### src/rtl/cpu_halt_dump.sv
// cpu_halt_dump
// Halt monitor and architectural-state dump engine for the 16-bit pipelined CPU.
// While the CPU runs, it counts cycles and watches the fetched instruction for
// either halt encoding. Once a halt is seen, it waits a fixed pipeline-drain
// interval. It then reads every register and every data-memory word through a
// single shared read port and streams them out on a valid/ready interface.
// Memory words equal to zero can optionally be skipped.
//
// Ports
//   clk          in   sole clock, rising edge
//   reset_n      in   asynchronous active-low reset
//   instr        in   instruction at fetch
//   instr_valid  in   instr qualifies this cycle
//   rd_en        out  read strobe to register file / data memory
//   rd_sel       out  0 = register file, 1 = data memory
//   rd_addr      out  read address (register index zero-extended)
//   rd_data      in   read data, valid the cycle after rd_en
//   out_valid    out  dump beat available
//   out_ready    in   sink accepts beat
//   out_data     out  dumped word
//   out_addr     out  register index or memory address of out_data
//   out_is_reg   out  1 = register beat, 0 = memory beat
//   halted       out  halt seen (sticky)
//   done         out  dump complete (sticky)
//   run_cycles   out  saturating count of RUN-state cycles
//
// state   | meaning
// --------+------------------------------------------------------------
// S_RUN   | CPU running; count cycles, watch for halt encodings
// S_DRAIN | halt seen; let the pipeline drain for DRAIN_CYCLES cycles
// S_READ  | rd_en asserted for the current phase/index
// S_WAIT  | read data arrives; capture it, or skip a zero memory word
// S_EMIT  | beat presented on out_*; hold until out_ready
// S_DONE  | dump finished; terminal until reset

module cpu_halt_dump #(
    parameter int unsigned       DATA_W       = 16,
    parameter int unsigned       NUM_REGS     = 16,
    parameter int unsigned       MEM_DEPTH    = 65536,
    parameter int unsigned       DRAIN_CYCLES = 10,
    parameter logic [DATA_W-1:0] HALT_A       = 16'hE000,
    parameter logic [DATA_W-1:0] HALT_B       = 16'hE7FF,
    parameter bit                SKIP_ZERO    = 1'b1,
    parameter int unsigned       CNT_W        = 32,
    localparam int unsigned      MEM_AW       = $clog2(MEM_DEPTH)
) (
    input  logic              clk,
    input  logic              reset_n,
    input  logic [DATA_W-1:0] instr,
    input  logic              instr_valid,
    output logic              rd_en,
    output logic              rd_sel,
    output logic [MEM_AW-1:0] rd_addr,
    input  logic [DATA_W-1:0] rd_data,
    output logic              out_valid,
    input  logic              out_ready,
    output logic [DATA_W-1:0] out_data,
    output logic [MEM_AW-1:0] out_addr,
    output logic              out_is_reg,
    output logic              halted,
    output logic              done,
    output logic [CNT_W-1:0]  run_cycles
);

    localparam int unsigned DRN_W = (DRAIN_CYCLES > 1) ? $clog2(DRAIN_CYCLES) : 1;
    localparam logic [DRN_W-1:0]  DRN_LAST =
        DRN_W'((DRAIN_CYCLES > 0) ? DRAIN_CYCLES - 1 : 0);
    localparam logic [MEM_AW-1:0] REG_LAST = MEM_AW'(NUM_REGS - 1);
    localparam logic [MEM_AW-1:0] MEM_LAST = MEM_AW'(MEM_DEPTH - 1);

    typedef enum logic [2:0] {
        S_RUN,
        S_DRAIN,
        S_READ,
        S_WAIT,
        S_EMIT,
        S_DONE
    } state_t;

    state_t            state;
    logic [DRN_W-1:0]  drain_cnt;
    logic              phase_mem;
    logic [MEM_AW-1:0] idx;

    logic              is_halt;
    logic [MEM_AW-1:0] idx_next;

    assign is_halt  = instr_valid && ((instr == HALT_A) || (instr == HALT_B));
    assign idx_next = idx + MEM_AW'(1);

    always_ff @(posedge clk or negedge reset_n) begin
        if (!reset_n) begin
            state      <= S_RUN;
            drain_cnt  <= '0;
            phase_mem  <= 1'b0;
            idx        <= '0;
            rd_en      <= 1'b0;
            rd_sel     <= 1'b0;
            rd_addr    <= '0;
            out_valid  <= 1'b0;
            out_data   <= '0;
            out_addr   <= '0;
            out_is_reg <= 1'b0;
            halted     <= 1'b0;
            done       <= 1'b0;
            run_cycles <= '0;
        end else begin
            // rd_en is a one-cycle strobe raised only on entry to S_READ
            rd_en <= 1'b0;
            case (state)
                S_RUN: begin
                    if (run_cycles != '1) begin
                        run_cycles <= run_cycles + CNT_W'(1);
                    end
                    if (is_halt) begin
                        halted    <= 1'b1;
                        drain_cnt <= '0;
                        phase_mem <= 1'b0;
                        idx       <= '0;
                        if (DRAIN_CYCLES == 0) begin
                            state   <= S_READ;
                            rd_en   <= 1'b1;
                            rd_sel  <= 1'b0;
                            rd_addr <= '0;
                        end else begin
                            state <= S_DRAIN;
                        end
                    end
                end

                S_DRAIN: begin
                    if (drain_cnt == DRN_LAST) begin
                        state   <= S_READ;
                        rd_en   <= 1'b1;
                        rd_sel  <= 1'b0;
                        rd_addr <= '0;
                    end else begin
                        drain_cnt <= drain_cnt + DRN_W'(1);
                    end
                end

                S_READ: begin
                    state <= S_WAIT;
                end

                S_WAIT: begin
                    if (phase_mem && SKIP_ZERO && (rd_data == '0)) begin
                        // Zero memory word: go straight to the next read, no beat
                        if (idx == MEM_LAST) begin
                            state <= S_DONE;
                            done  <= 1'b1;
                        end else begin
                            idx     <= idx_next;
                            state   <= S_READ;
                            rd_en   <= 1'b1;
                            rd_sel  <= 1'b1;
                            rd_addr <= idx_next;
                        end
                    end else begin
                        out_data   <= rd_data;
                        out_addr   <= idx;
                        out_is_reg <= !phase_mem;
                        out_valid  <= 1'b1;
                        state      <= S_EMIT;
                    end
                end

                S_EMIT: begin
                    // out_* stay untouched while stalled; data is never re-read
                    if (out_ready) begin
                        out_valid <= 1'b0;
                        if (!phase_mem && (idx == REG_LAST)) begin
                            phase_mem <= 1'b1;
                            idx       <= '0;
                            state     <= S_READ;
                            rd_en     <= 1'b1;
                            rd_sel    <= 1'b1;
                            rd_addr   <= '0;
                        end else if (phase_mem && (idx == MEM_LAST)) begin
                            state <= S_DONE;
                            done  <= 1'b1;
                        end else begin
                            idx     <= idx_next;
                            state   <= S_READ;
                            rd_en   <= 1'b1;
                            rd_sel  <= phase_mem;
                            rd_addr <= idx_next;
                        end
                    end
                end

                S_DONE: begin
                    state <= S_DONE;
                end

                default: begin
                    state <= S_RUN;
                end
            endcase
        end
    end

endmodule

### config.mk
export PLATFORM = sky130hd
export DESIGN_NAME = cpu_halt_dump
export DESIGN_NICKNAME = d
export VERILOG_FILES = /design/src/rtl/cpu_halt_dump.sv
export SDC_FILE = /design/constraint.sdc
export NUM_CORES = 1
export LEC_CHECK = 0
export ABC_AREA = 0
export CORE_MARGIN = 8
export CORE_UTILIZATION = 50
export CTS_CLUSTER_DIAMETER = 30
export DETAILED_ROUTE_END_ITERATION = 10
export MAX_ROUTING_LAYER = met4
export PLACE_DENSITY = 0.89
export SYNTH_ARGS = -nofsm -noshare
export SYNTH_HDL_FRONTEND = slang
export SYNTH_SLANG_ARGS = --single-unit
### constraint.sdc
create_clock -name clk -period 3.1 [get_ports clk]
set_input_delay 0.31 -clock clk [delete_from_list [all_inputs] [get_ports clk]]
set_output_delay 0.31 -clock clk [all_outputs]
set_load 0.01 [all_outputs]
==> results of run 1 <==
==> critical path: stages, from the launching register on <==
cell and delay (ns):
dfrtp_1 0.46, ha_1 0.30, and3_1 0.35, nand4_2 0.17, or3_1 0.42, a21oi_2 0.19
buf_4 0.29, nor2_1 0.11, a22o_1 0.20
==> cells in the mapped netlist (3+ instances only) <==
cell type and count:
nand2_1 33, a22o_1 4, ha_1 4, buf_2 7, and3_1 15, nand4_1 16
clkbuf_1 5, xor2_1 12, o21ai_2 10, o21a_1 5, nor2_1 19, o21ai_0 10
a21oi_1 6, xnor2_1 32, dfrtp_1 110, a21o_1 6, nor4_1 11, and2_1 8
o31ai_1 11, and4_1 8, nor3_1 7, nand3_1 24, o2bb2ai_1 4, mux2_2 33
inv_1 5, nand2b_1 3, o21ai_1 8, buf_4 8
==> area by class of cell <==
type / instances / area, µm²
clock inverters: 4 / 45.0
inverters: 6 / 22.5
clock buffers: 12 / 155
repair buffers: 128 / 1260
well taps: 136 / 170
flip-flops and latches: 110 / 2750
multi-input cells: 317 / 2270
fillers: 795 / 3510
==> per-layer routing <==
metal  vias up  track usage [%]  routed length [µm]
met1      1967             22.9                5560
met5         -                -                   0
li1       1879                -                   -
met2       165             30.3                6000
met4         0             4.72                 177
met3        15             5.95                 897
==> report_power, final <==
| part | switching (mW) | leakage [nW] | internal, mW |
|---|---|---|---|
| combinational | 0.0549 | 1.36 | 0.0671 |
| clock | 0.451 | 0.106 | 0.415 |
| sequential | 0.00535 | 1.46 | 1.44 |
| total | 0.512 | 2.93 | 1.93 |
==> worst max path at each step <==
stage / slack, ns / from / to / cells after the start
after floorplan: 0.84 / idx[0] / idx[3] / 10
after global placement: 0.54 / rd_data[3] / out_addr[0] / 8
after detailed placement: 0.46 / rd_data[6] / out_data[6] / 8
after CTS: 0.52 / idx[0] / idx[11] / 8
after global routing: 0.31 / idx[0] / idx[10] / 8
final: 0.50 / idx[0] / idx[1] / 8
==> cells by family (layout without fill, tap and decap cells) <==
group | after synthesis | after routing | share of synthesized area, %
DFF | 110 | 110 | 53.1
AOI/OAI and AO/OA | 77 | 77 | 11.1
adders and majority gates | 4 | 4 | 0.966
and+or+nand+nor | 159 | 159 | 17.1
xor gates and xnor gates | 44 | 44 | 7.44
muxes | 33 | 33 | 7.17
buffers and inverters | 28 | 150 | 3.14
==> impl_metrics.py, run 1 <==
metrics = {
    "cts": {
        "clk-insertion-delay-late_ns": 0.36,
        "clock-sinks": 110,
        "cts_resized": 0,
        "path_clk_slew_ns": 0.10,
        "post_cts_buffers": 0,
        "cts_root_buf": "clkbuf_8",
        "cts_buffers": 9,
        "cts_tree": "done",
        "ctsHoldBuffers": 0,
        "cts_max_level": 3,
        "cts_max_path_buffers": 2,
    },
    "layout": {
        "fin_area_um2": 6670,
        "final_core_util_pct": 65.5,
        "drive_gt1_share_pct": 13.5,
        "final_common_cell": "clkdlybuf4s50_1",
        "final_cell_mix": "clkdlybuf4s50_1, dfrtp_1, nand2_1, mux2_2, xnor2_1",
        "nets": 612,
        "final_cells": 713,
        "n_antenna_cell": 0,
        "top_register": "run_cycles",
        "largest_register_ffs": 32,
        "syn_to_final_growth_pct": 28.8,
    },
    "pwr": {
        "fin_total_pwr_mw": 2.44,
        "irDropWorstVdd_v": 0.000195,
        "p_leak_nw": 2.93,
        "power.density_nw_per_um2": 365,
    },
    "synth": {
        "yosys_most_used_dff": "dfrtp_1",
        "synthCells": 455,
        "yosysTopAreaCell": "dfrtp_1",
        "ys_warn_count": 0,
        "yosys.area.top_type_share_pct": 53.1,
        "ys_ff_latch": 110,
        "async_reset_ff_share_pct": 100,
        "seq_area_frac_synth_pct": 53.1,
        "syn_nets": 495,
        "yosysUniqueCellTypes": 54,
        "synth_edf_count": 0,
        "synth.area.top_cells": "dfrtp_1, mux2_2, xnor2_1, nand2_1, nand3_1",
        "syn_avg_cell_area_um2": 11.4,
        "synth.cell_area_um2": 5180,
    },
    "worst_setup_path": {
        "worstPathArrival_ns": 2.84,
        "r2r_setup_slack_ns": 0.50,
        "worstPathRequired_ns": 3.35,
        "cp-end-kind": "register",
        "path_class": "register to register",
        "rr_endpoint": "idx[1]",
        "crit_fanout": 23,
        "start_kind": "register",
        "r2r_cells": 8,
        "r2r-start": "idx[0]",
    },
    "global_route": {
        "grt_pass1_vias": 4260,
        "grt_pass1_wl_mm": 21.2,
        "overflow": 0,
        "grt_max_degree": 88,
        "antenna_found_initial": 0,
        "grtUsageTotal_pct": 19.0,
    },
    "timing": {
        "hold_viol": 0,
        "fin_crit_ns": 2.60,
        "timing.setup.tns_ns": 0,
        "fin_worst_skew_ns": 0.00943,
        "fin_crit_sh_pct": 83.8,
        "max_slew.worst_pin.slew_ns": 1.06,
        "rsz0062_at_grt": "no",
        "holdWs_ns": 0.110,
        "slew_headroom_pct": 29.4,
        "slew_viol_final": 0,
        "finalWorstSetupSlack_ns": 0.503,
        "max_freq_mhz": 385,
        "setup_viol": 0,
    },
    "detailed_routing": {
        "dr_total_vias": 4026,
        "vias_per_cell": 5.65,
        "drc": 0,
        "antenna_violating_nets_post_route": 0,
        "drtIter0Drc": 278,
        "totalWireLength_mm": 12.6,
        "dr.pass1.iters": 4,
        "wire_per_inst_um": 17.7,
    },
    "die": {
        "fp.coreArea_um2": 10200,
        "die_area_um2": 13900,
        "placementRows": 37,
        "die_h_um": 118,
        "io_pins": 122,
        "initial_core_util_pct": 50.9,
        "die_x_um": 118,
    },
    "hold_path": {
        "hp-class": "input pin to asynchronous set/reset pin",
    },
    "run_status": {
        "status": "finished, final reports clean",
    },
    "run": {
        "cap_violations": 0,
    },
    "placement": {
        "post-dp-hpwl_mm": 9.59,
        "placed_area_um2": 6470,
        "io_buffers": 121,
        "gp_congestion": 0.868,
        "place_ws_ns": 0.458,
        "dp.cells": 697,
    },
}
Power figures use the tool's default switching activity.
==> run 2, diff against run 1 <==
--- a/config.mk
+++ b/config.mk
@@ -7,11 +7,11 @@
 export LEC_CHECK = 0
 export ABC_AREA = 0
 export CORE_MARGIN = 8
-export CORE_UTILIZATION = 50
+export CORE_UTILIZATION = 45
 export CTS_CLUSTER_DIAMETER = 30
 export DETAILED_ROUTE_END_ITERATION = 10
 export MAX_ROUTING_LAYER = met4
-export PLACE_DENSITY = 0.89
+export PLACE_DENSITY = 0.85
 export SYNTH_ARGS = -nofsm -noshare
 export SYNTH_HDL_FRONTEND = slang
 export SYNTH_SLANG_ARGS = --single-unit
==> constraint.sdc (replaced) <==
create_clock -name clk -period 2.1 [get_ports clk]
set_input_delay 0.21 -clock clk [delete_from_list [all_inputs] [get_ports clk]]
set_output_delay 0.21 -clock clk [all_outputs]
set_load 0.01 [all_outputs]
==> run 2 against run 1 <==
Flip-flop and latch count unchanged. Power up 60%. Cell count up 9.5%. Sequential share of layout area down 4.4 points. Global-route usage up 0.054 points. Non-clock buffer count up 61. Largest cell class unchanged.
==> impl_metrics.py, run 2 (synthesis results as in run 1) <==
metrics = {
    "cts": {
        "cts_max_path_buffers": 2,
        "cts_tree": "done",
        "clk-insertion-delay-late_ns": 0.35,
        "cts_max_level": 3,
        "cts_root_buf": "clkbuf_16",
        "path_clk_slew_ns": 0.07,
        "clock-sinks": 110,
        "cts_buffers": 9,
    },
    "pwr": {
        "p_leak_nw": 3.40,
        "p_seq_share_pct": 54.8,
        "power_frac_comb_pct": 5.0,
        "fin_total_pwr_mw": 3.91,
        "power.density_nw_per_um2": 523,
        "internal_power_mw": 3.07,
        "power_frac_clock_pct": 40.2,
        "netSwitchingFraction_pct": 21.4,
        "irDropWorstVdd_v": 0.000449,
        "switching_power_uw": 836,
    },
    "timing": {
        "slew_headroom_pct": 68.1,
        "slew_viol_final": 0,
        "max_freq_mhz": 488,
        "finalWorstSetupSlack_ns": 0.0492,
        "fin_crit_sh_pct": 97.7,
        "hold_viol": 0,
        "fin_crit_ns": 2.05,
        "max_slew.worst_pin.slew_ns": 0.479,
        "fin_worst_skew_ns": 0.00753,
        "setup_viol": 0,
        "rsz0062_at_grt": "yes",
    },
    "detailed_routing": {
        "dr.pass1.iters": 5,
        "drc": 0,
        "dr_total_vias": 4388,
        "antenna_violating_nets_post_route": 0,
        "vias_per_cell": 5.62,
        "totalWireLength_mm": 14.6,
        "wire_per_inst_um": 18.7,
        "drtIter0Drc": 335,
    },
    "layout": {
        "syn_to_final_growth_pct": 44.3,
        "top_register": "run_cycles",
        "final_cells": 781,
        "largest_register_ffs": 32,
        "final_cell_mix": "clkdlybuf4s50_1, dfrtp_1, buf_4, nand2_1, mux2_2",
        "final_common_cell": "clkdlybuf4s50_1",
        "final_core_util_pct": 66.0,
        "n_antenna_cell": 0,
        "drive_gt1_share_pct": 25.5,
        "nets": 673,
    },
    "die": {
        "initial_core_util_pct": 45.8,
        "die_x_um": 123,
        "io_pins": 122,
        "die_h_um": 123,
        "die_area_um2": 15200,
        "fp.coreArea_um2": 11300,
        "placementRows": 39,
    },
    "worst_setup_path": {
        "slowest_delay_ns": 0.44,
        "worstPathArrival_ns": 2.30,
        "start_kind": "register",
        "r2r_cells": 7,
        "worstPathRequired_ns": 2.35,
        "worst-path-buf-inv": 1,
        "crit_fanout": 4,
        "slowest_stage": "or4_4",
        "cp-end-kind": "register",
        "path_class": "register to register",
        "crit_chain": "nand3b_2 > or4_4 > o21ai_2 > a21oi_4 > or2_4 > buf_6 > o31ai_2",
        "crit_family": "simple AND/OR/NAND/NOR gates",
        "crit_cells": 7,
    },
    "run_status": {
        "status": "finished, final reports clean",
    },
    "run": {
        "cap_violations": 0,
    },
    "hold_path": {
        "min_path_cells": 2,
        "hp-class": "input pin to register",
    },
    "global_route": {
        "grtUsageTotal_pct": 19.0,
        "grt_max_degree": 54,
        "grtUsageMet2_pct": 31.7,
        "grt_pass1_vias": 4641,
        "busiest_layer": "met2",
        "antenna_found_initial": 0,
        "use_met1_pct": 21.8,
        "grt_pass1_wl_mm": 22.2,
        "overflow": 0,
        "use_met3_pct": 5.48,
    },
    "placement": {
        "gp_congestion": 0.912,
        "place_ws_ns": -0.396,
        "post-dp-hpwl_mm": 10.4,
        "dp.cells": 758,
        "io_buffers": 121,
    },
}
[run 2: repair_timing]
action,CTS,global route
cloned,0,3
pin swaps,1,5
resized for setup,6,30
endpoints found under the hold margin,32,0
buffers inserted,1,2
setup endpoints to repair,38,90
hold buffers,1,0
[run 2: metrics by stage]
stage / hold WS [ns] / instance area, µm² / TNS (ns)
after floorplan: -0.0856 / 5240 / -0.394
after global placement: 0.181 / 6980 / -11.38
after detailed placement: 0.192 / 6980 / -19.34
after CTS: 0.366 / 7280 / -0.00667
after global routing: 0.158 / 7480 / -0.237
final: 0.166 / 7480 / 0
[run 2: area by class of cell]
type / instances / area, µm²
Fill cell: 849 / 3840
Clock inverter: 4 / 22.5
Clock buffer: 12 / 246
Sequential cell: 110 / 2750
Tap cell: 143 / 179
Timing Repair Buffer: 189 / 1840
Multi-Input combinational cell: 317 / 2410
Inverter: 6 / 22.5
[run 2: per-layer routing]
layer	wire, µm	vias up
met4	263	0
met2	7250	182
met1	5970	2165
met3	1090	26
met5	0	-
li1	-	2015
[run 2: worst register-to-register path, stage by stage (launching register included)]
cell	delay, ns
dfrtp_1	0.38
nand3b_2	0.21
or4_4	0.44
o21ai_2	0.18
a21oi_4	0.09
or2_4	0.27
buf_6	0.14
o31ai_2	0.24
[run 2: path summary, 6_finish.rpt]
| check | end | slack (ns) | startpoint |
|---|---|---|---|
| setup / recovery | idx[7] | 0.05 | state[2] |
| hold / removal | out_data[9] | 0.17 | rd_data[9] |
| setup reg to reg | idx[7] | 0.05 | state[2] |
| hold reg to reg | halted | 0.47 | halted |
| max in group asynchronous | idx[6] | 1.02 | reset_n |
| min in group asynchronous | idx[14] | 0.37 | reset_n |
[run 2: power groups by stage]
stage                     registers (mW)  logic [mW]  clock network, mW
after CTS                           2.14       0.198               1.61
after floorplan                     2.19      0.0181                  0
after detailed placement            2.18       0.195                  0
after global placement              2.18       0.189                  0
final                               2.14       0.196               1.57
after global routing                2.14       0.213               1.69
